### config.mk
export PLATFORM = sky130hd
export DESIGN_NAME = framed_shiftregister
export DESIGN_NICKNAME = d
export VERILOG_FILES = /design/src/rtl/framed_shiftregister_pkg.sv /design/src/rtl/framed_shiftregister_led_page_mux.sv /design/src/rtl/framed_shiftregister.sv
export SDC_FILE = /design/constraint.sdc
export NUM_CORES = 1
export LEC_CHECK = 0
export CORE_MARGIN = 3
export CORE_UTILIZATION = 49
export CTS_BUF_LIST = sky130_fd_sc_hd__clkbuf_2
export CTS_CLUSTER_SIZE = 30
export DETAILED_ROUTE_END_ITERATION = 6
export PLACE_DENSITY = 0.95
export SETUP_SLACK_MARGIN = 0.1
export SYNTH_ARGS = -nofsm -noshare
export SYNTH_HDL_FRONTEND = slang
export SYNTH_SLANG_ARGS = --single-unit
### constraint.sdc
create_clock -name clk -period 4.4 [get_ports clk]
set_clock_uncertainty 0.05 [all_clocks]
set_input_delay 1.1 -clock clk [delete_from_list [all_inputs] [get_ports clk]]
set_output_delay 1.1 -clock clk [all_outputs]
set_load 0.03 [all_outputs]
### src/rtl/framed_shiftregister_pkg.sv
// Shared types and sizing helpers for the framed shift register.
package fsr_pkg;

  typedef enum logic [1:0] {IDLE, SHIFT, PARITY} state_e;

  function automatic int fsr_clog2_min1(input int v);
    int r;
    r = $clog2(v);
    return (r < 1) ? 1 : r;
  endfunction

  function automatic int fsr_num_pages(input int w, input int l);
    return (w + l - 1) / l;
  endfunction

endpackage

### src/rtl/framed_shiftregister_led_page_mux.sv
// Page selector: zero-pads the held frame to whole LED pages and picks one page.
module led_page_mux
  import fsr_pkg::*;
#(
  parameter int WIDTH     = 8,
  parameter int LED_W     = 4,
  parameter int NUM_PAGES = 2,
  parameter int PAGE_W    = 1
) (
  input  logic [WIDTH-1:0]  frame_i,
  input  logic [PAGE_W-1:0] page_i,
  output logic [LED_W-1:0]  led_o
);

  logic [NUM_PAGES*LED_W-1:0] padded;

  always_comb begin
    padded = '0;
    padded[WIDTH-1:0] = frame_i;
  end

  // Loop compare keeps every part-select in range when NUM_PAGES is not a power of two.
  always_comb begin
    led_o = '0;
    for (int p = 0; p < NUM_PAGES; p++)
      if (int'(page_i) == p) led_o = padded[p*LED_W +: LED_W];
  end

endmodule

### src/rtl/framed_shiftregister.sv
// Serial/parallel shift register with frame capture and paged LED view.
// FRAME_PARITY_EN adds a trailing even-parity bit per frame and the parity_err output.
module framed_shiftregister
  import fsr_pkg::*;
#(
  parameter int WIDTH = 8,
  parameter int LED_W = 4
) (
  input  logic                 clk,
  input  logic                 rst_n,
  input  logic                 serial_in,
  input  logic                 periph_edge,
  input  logic                 parallel_load,
  input  logic [WIDTH-1:0]     parallel_in,
  input  logic                 msb_first,
  input  logic                 page_next,
  output logic [WIDTH-1:0]     parallel_out,
  output logic                 serial_out,
  output logic [WIDTH-1:0]     frame_out,
  output logic                 frame_done,
  output logic [fsr_clog2_min1(WIDTH+1)-1:0] bit_count,
  output logic [fsr_clog2_min1(fsr_num_pages(WIDTH, LED_W))-1:0] page,
`ifdef FRAME_PARITY_EN
  output logic                 parity_err,
`endif
  output logic [LED_W-1:0]     led
);

  localparam int NUM_PAGES = fsr_num_pages(WIDTH, LED_W);
  localparam int CNT_W     = fsr_clog2_min1(WIDTH + 1);
  localparam int PAGE_W    = fsr_clog2_min1(NUM_PAGES);

  state_e             state_q, state_d;
  logic [WIDTH-1:0]   sr_q, sr_d, frame_q, frame_d, shifted;
  logic [CNT_W-1:0]   cnt_q, cnt_d;
  logic [PAGE_W-1:0]  page_q, page_d;
  logic               order_q, order_d, eff_order;
  logic               done_q, done_d;
`ifdef FRAME_PARITY_EN
  logic               perr_q, perr_d;
`endif

  // A strobe in IDLE starts a new frame, so it uses the live pin rather than the latch.
  assign eff_order = (state_q == IDLE) ? msb_first : order_q;
  assign shifted   = eff_order ? {sr_q[WIDTH-2:0], serial_in} : {serial_in, sr_q[WIDTH-1:1]};

  always_comb begin
    sr_d    = sr_q;
    frame_d = frame_q;
    cnt_d   = cnt_q;
    state_d = state_q;
    order_d = order_q;
    done_d  = 1'b0;
`ifdef FRAME_PARITY_EN
    perr_d  = perr_q;
`endif
    if (parallel_load) begin
      sr_d    = parallel_in;
      cnt_d   = '0;
      state_d = IDLE;
      order_d = msb_first;
    end else if (periph_edge) begin
`ifdef FRAME_PARITY_EN
      if (state_q == PARITY) begin
        frame_d = sr_q;
        perr_d  = (^sr_q) ^ serial_in;
        done_d  = 1'b1;
        cnt_d   = '0;
        state_d = IDLE;
      end else
`endif
      begin
        order_d = eff_order;
        sr_d    = shifted;
        if (cnt_q == CNT_W'(WIDTH - 1)) begin
`ifdef FRAME_PARITY_EN
          cnt_d   = CNT_W'(WIDTH);
          state_d = PARITY;
`else
          frame_d = shifted;
          done_d  = 1'b1;
          cnt_d   = '0;
          state_d = IDLE;
`endif
        end else begin
          cnt_d   = cnt_q + CNT_W'(1);
          state_d = SHIFT;
        end
      end
    end
  end

  always_comb begin
    page_d = page_q;
    if (page_next) page_d = (int'(page_q) == NUM_PAGES - 1) ? '0 : page_q + PAGE_W'(1);
  end

  always_ff @(posedge clk or negedge rst_n) begin
    if (!rst_n) begin
      state_q <= IDLE;
      sr_q    <= '0;
      frame_q <= '0;
      cnt_q   <= '0;
      page_q  <= '0;
      order_q <= 1'b1;
      done_q  <= 1'b0;
`ifdef FRAME_PARITY_EN
      perr_q  <= 1'b0;
`endif
    end else begin
      state_q <= state_d;
      sr_q    <= sr_d;
      frame_q <= frame_d;
      cnt_q   <= cnt_d;
      page_q  <= page_d;
      order_q <= order_d;
      done_q  <= done_d;
`ifdef FRAME_PARITY_EN
      perr_q  <= perr_d;
`endif
    end
  end

  assign parallel_out = sr_q;
  assign serial_out   = order_q ? sr_q[WIDTH-1] : sr_q[0];
  assign frame_out    = frame_q;
  assign frame_done   = done_q;
  assign bit_count    = cnt_q;
  assign page         = page_q;
`ifdef FRAME_PARITY_EN
  assign parity_err   = perr_q;
`endif

  led_page_mux #(
    .WIDTH(WIDTH), .LED_W(LED_W), .NUM_PAGES(NUM_PAGES), .PAGE_W(PAGE_W)
  ) u_led_mux (
    .frame_i(frame_q),
    .page_i (page_q),
    .led_o  (led)
  );

endmodule

## Word level (Yosys, flattened, before mapping)

Cells that the tools add are included.

| word-level totals | value |
|---|---|
| register bits | 25 |
| output and inout port bits | 27 |

| operators by class | value |
|---|---|
| add/sub/neg operators | 2 |
| equality and inequality tests | 1 |
| muxes and demuxes | 18 |
| bitwise logic cells | 1 |
| reduce and logical (&&, ||, !) cells | 3 |

Operators by type and width:

| cell | number |
|---|---|
| 8-bit two-way mux | 3 |
| 4-bit two-way mux | 4 |
| 1-bit two-way mux | 9 |
| 4-bit by 1-bit adder with 4-bit output, second input constant | 1 |
| 4-bit by 3-bit equality test with 1-bit output, second input constant | 1 |
| 2-bit two-way mux | 2 |
| 3-bit AND reduction | 1 |
| 2-bit logical NOT | 1 |
| 2-bit nonzero test | 1 |
| 1-bit adder, second input constant | 1 |
| 1-bit inverter | 1 |

## Depth between registers and ports, before layout

| depth | value |
|---|---|
| depth after elaboration | 5 |
| gate-level depth with buffers | 5 |

## Hierarchy

From an unflattened synthesis, not the netlist that was laid out.

| second synthesis, totals | value |
|---|---|
| cell total of the unflattened synthesis | 108 |
| area total of the unflattened synthesis | 1221.2 um^2 |

Modules (own cells, without submodules):

| module | times used | cells an instance | area an instance (um^2) | sequential area each (um^2) |
|---|---|---|---|---|
| framed_shiftregister | 1 | 104 | 1176.1 | 601.8 |
| led_page_mux | 1 | 4 | 45.0 | 0.0 |

## Worst setup path before layout

No wires, ideal clock.

| timing path | value |
|---|---|
| kind | register -> output |
| from | register page_q (netlist: page) |
| to | output port led[0] |
| arrival time | 1046 ps |
| required time | 3250 ps |
| path slack | 2204 ps |
| cell stages (with the launch flop) | 2 |
| path buffers | 0 |
| cell sequence | dfrtp_1 mux2_2 |

| between the ends | value |
|---|---|
| longest elaborated chain between the ends | 1 |

Ends and longest elaborated chain:

| what | RTL line | source |
|---|---|---|
| start: declaration | framed_shiftregister.sv:36 | `logic [PAGE_W-1:0] page_q, page_d;` |
| start signal: assignment | framed_shiftregister.sv:115 | `page_q <= page_d;` |
| 4-bit two-way mux | framed_shiftregister_led_page_mux.sv:26 | `if (int'(page_i) == p) led_o = padded[p*LED_W +: LED_W];` |
| end: declaration | framed_shiftregister.sv:26 | `output logic [LED_W-1:0] led` |

No other way between the ends.

## Final worst setup path

| timing path | value |
|---|---|
| from | register order_q |
| to | output port serial_out |

| between the ends | value |
|---|---|
| longest elaborated chain between the ends | 1 |

Ends and longest elaborated chain:

| what | RTL line | source |
|---|---|---|
| start: declaration | framed_shiftregister.sv:37 | `logic order_q, order_d, eff_order;` |
| start signal: assignment | framed_shiftregister.sv:116 | `order_q <= order_d;` |
| 1-bit two-way mux | framed_shiftregister.sv:125 | `assign serial_out = order_q ? sr_q[WIDTH-1] : sr_q[0];` |
| end: declaration | framed_shiftregister.sv:18 | `output logic serial_out,` |

No other way between the ends.

==> results.md <==
* Most common cell in the netlist: dfrtp_1
* Residual DRC at 0
* CTS tree: yes
* HPWL after detailed placement at 2220 um
* FF/Latch Area at 602 um^2
* Post-CTS Setup Inserts at 0
* Setup TNS at 0 ns
* CTS root buf: clkbuf_2
* Detailed Routing Iterations Pass 1 at 4
* CTS Buf Count at 3
* Final worst setup slack at 1.37 ns
* Vias in the first global route at 929
* Post-CTS Hold Buffers at 0
* Total GRT Usage at 0.207
* Post-synth ARST share at 1.00
* Share of cells above drive strength 1 at 0.0890
* Detailed Route WL at 2960 um
* LEAKAGE at 0.680 nW
* Fin util at 0.735
* Hold Vio Cnt, Final at 0
* Port bufs at 41
* Total grt overflow at 0
* Post-synth EDFFs at 0
* Post-synthesis sequential area ratio at 0.516
* Syn Area/Cell at 11.0 um^2
* Largest family of logic cells by synthesized area: compound AO/OA/AOI/OAI gates
* Initial core utilization at 0.523
* Routed Antenna Nets at 0
* Endpoints failing setup at 0
* Yosys reg bits at 24
* Die ar. at 3000 um^2
* Syn nets at 122
* CP startpoint kind: register
* Crit Path Class: register to output pin
* # resized after CTS at 0
* Largest net degree at the start of global routing at 26
* Adder-Cell Fraction of Synth Area at 0.0107
* Cell variety after synth at 20
* GP Congestion at 0.854
* Worst-case vdd ir drop at 0.230 mV
* Required @ worst endpoint at 3.25 ns
* Pre-CTS WS at 1.18 ns
* Top cells by area, synth: dfrtp_1 (49%), mux2i_1 (8.6%), o21ai_0 (6.9%)
* Std cell rows at 17
* Non-filler instance count after layout at 174
* Clock Pin Slew Worst Setup and Hold Paths at 0.23 ns
* Area Growth Syn to Fin at 40.6%
* Crit. End Element: output pin
* Final count of pins violating max slew at 0
* Design Power at 0.554 mW
* Synthesized area at 1170 um^2
* NumNets Final at 163
* Initial antenna violation count at 0
* Power per cell area at 337 nW/um^2
* Final Cell Area at 1640 um^2
* Fin crit share at 0.690
* Worst-Skew Late Latency at 0.33 ns
* Initial DRC count at 15
* Die Ht at 54.8 um
* Wire length per cell at 17.0 um
* Clk buf depth at 2
* Max frequency at 330 MHz
* Via-to-Cell Ratio at 5.64
* Post-synth top area cell: dfrtp_1
* CP arrival at 1.88 ns
* Compound-cell area share of the yosys netlist at 0.167
* Fill count at 154
* Max Cap Viol at 0
* Synth Warn # at 0
* Placed Area at 1600 um^2
* Clock sink total at 24
* Core area at 2230 um^2
* Mux contribution to synthesized area at 0.163
* Post-synthesis simple-gate area fraction at 0.105
* WHS at 0.521 ns
* Via count at 982
* Most used DFF post-synth: dfrtp_1
* Syn Inst Count at 106
* Xor/xnor share of the synthesized area at 0.0150
* Multi-input gate area at 538 um^2
* Antenna fix cells at 0
* Synth top area share at 0.493
* Width of the die at 54.8 um
* Crit path time final at 3.03 ns
* Outcome: finished clean
* Worst-margin pin slew at 1.00 ns
* Crit path max fanout at 3
* I/O pins at 42
* Commonest cells in the netlist: dfrtp_1 (23), o21ai_0 (16), a21oi_1 (11)
* H-tree Lvls at 1
* First-pass GRT wire length at 4380 um
* Slew headroom at 0.328
* Worst Hold Class: register to register
* Unrepaired setup endpoints after global routing: false
* DP Cell Count at 170
[layer usage]
layer | up-vias | GRT usage | wire, um
li1 | 474 | - | -
met1 | 485 | 0.250 | 1250
met2 | 19 | 0.380 | 1580
met3 | 4 | 0.0381 | 113
met4 | 0 | 0.0373 | 17
met5 | - | 0 | 0
[area by class of cell]
cell class	instances	area share
inverter	1	0.00229
sequential	24	0.367
clock buffer	3	0.00915
tap	28	0.0213
timing repair buffer	42	0.255
multi-input combinational	75	0.328
clock inverter	1	0.0183
[cells in the final DEF (no fill, tap or decap), types with 3 or more instances in the layout]
cell type	instances
a21oi_1	11
nor2_1	4
clkdlybuf4s50_1	41
o31ai_1	8
o21ai_0	16
dfrtp_1	23
mux2i_1	10
mux2_2	6
nor3b_1	8
clkbuf_2	3
[cells by family after synthesis]
family / count (synthesis)
adder cells (fa/ha/maj): 1
XOR/XNOR: 2
AO/OA/AOI/OAI: 35
AND/OR/NAND/NOR: 20
buffers and inverters: 7
flip-flops: 24
multiplexers: 17
[where the power goes]
part / internal, mW / switching, mW / total, mW / leakage (nW)
sequential: 0.238 / 0.0251 / 0.263 / 0.312
clock: 0.0783 / 0.0658 / 0.144 / 0.0266
combinational: 0.0683 / 0.0780 / 0.146 / 0.341
[registers in the layout, indices dropped and copies added, names as in the netlist]
| name | cells |
|---|---|
| bit_count | 4 |
| order_q | 1 |
| state_q | 1 |
| parallel_out | 8 |
| frame_out | 8 |
| frame_done | 1 |
| page | 1 |
[worst max-delay path, cell delays in order (launching register included)]
cell and delay (ns):
dfstp_2 0.62, mux2_2 0.35, clkdlybuf4s50_1 0.59
[path summary, 6_finish.rpt]
path | cells past startpoint | from | slack (ns) | endpoint
setup / recovery | 2 | order_q | 1.37 | serial_out
hold / removal | 2 | frame_out[1] | 0.52 | frame_out[1]
setup reg to reg | 4 | bit_count[0] | 2.59 | frame_out[4]
hold reg to reg | 2 | frame_out[1] | 0.52 | frame_out[1]
max in group asynchronous | 1 | rst_n | 2.47 | parallel_out[2]
min in group asynchronous | 1 | rst_n | 1.23 | parallel_out[6]
No activity file was read; power rests on OpenSTA's default activity.
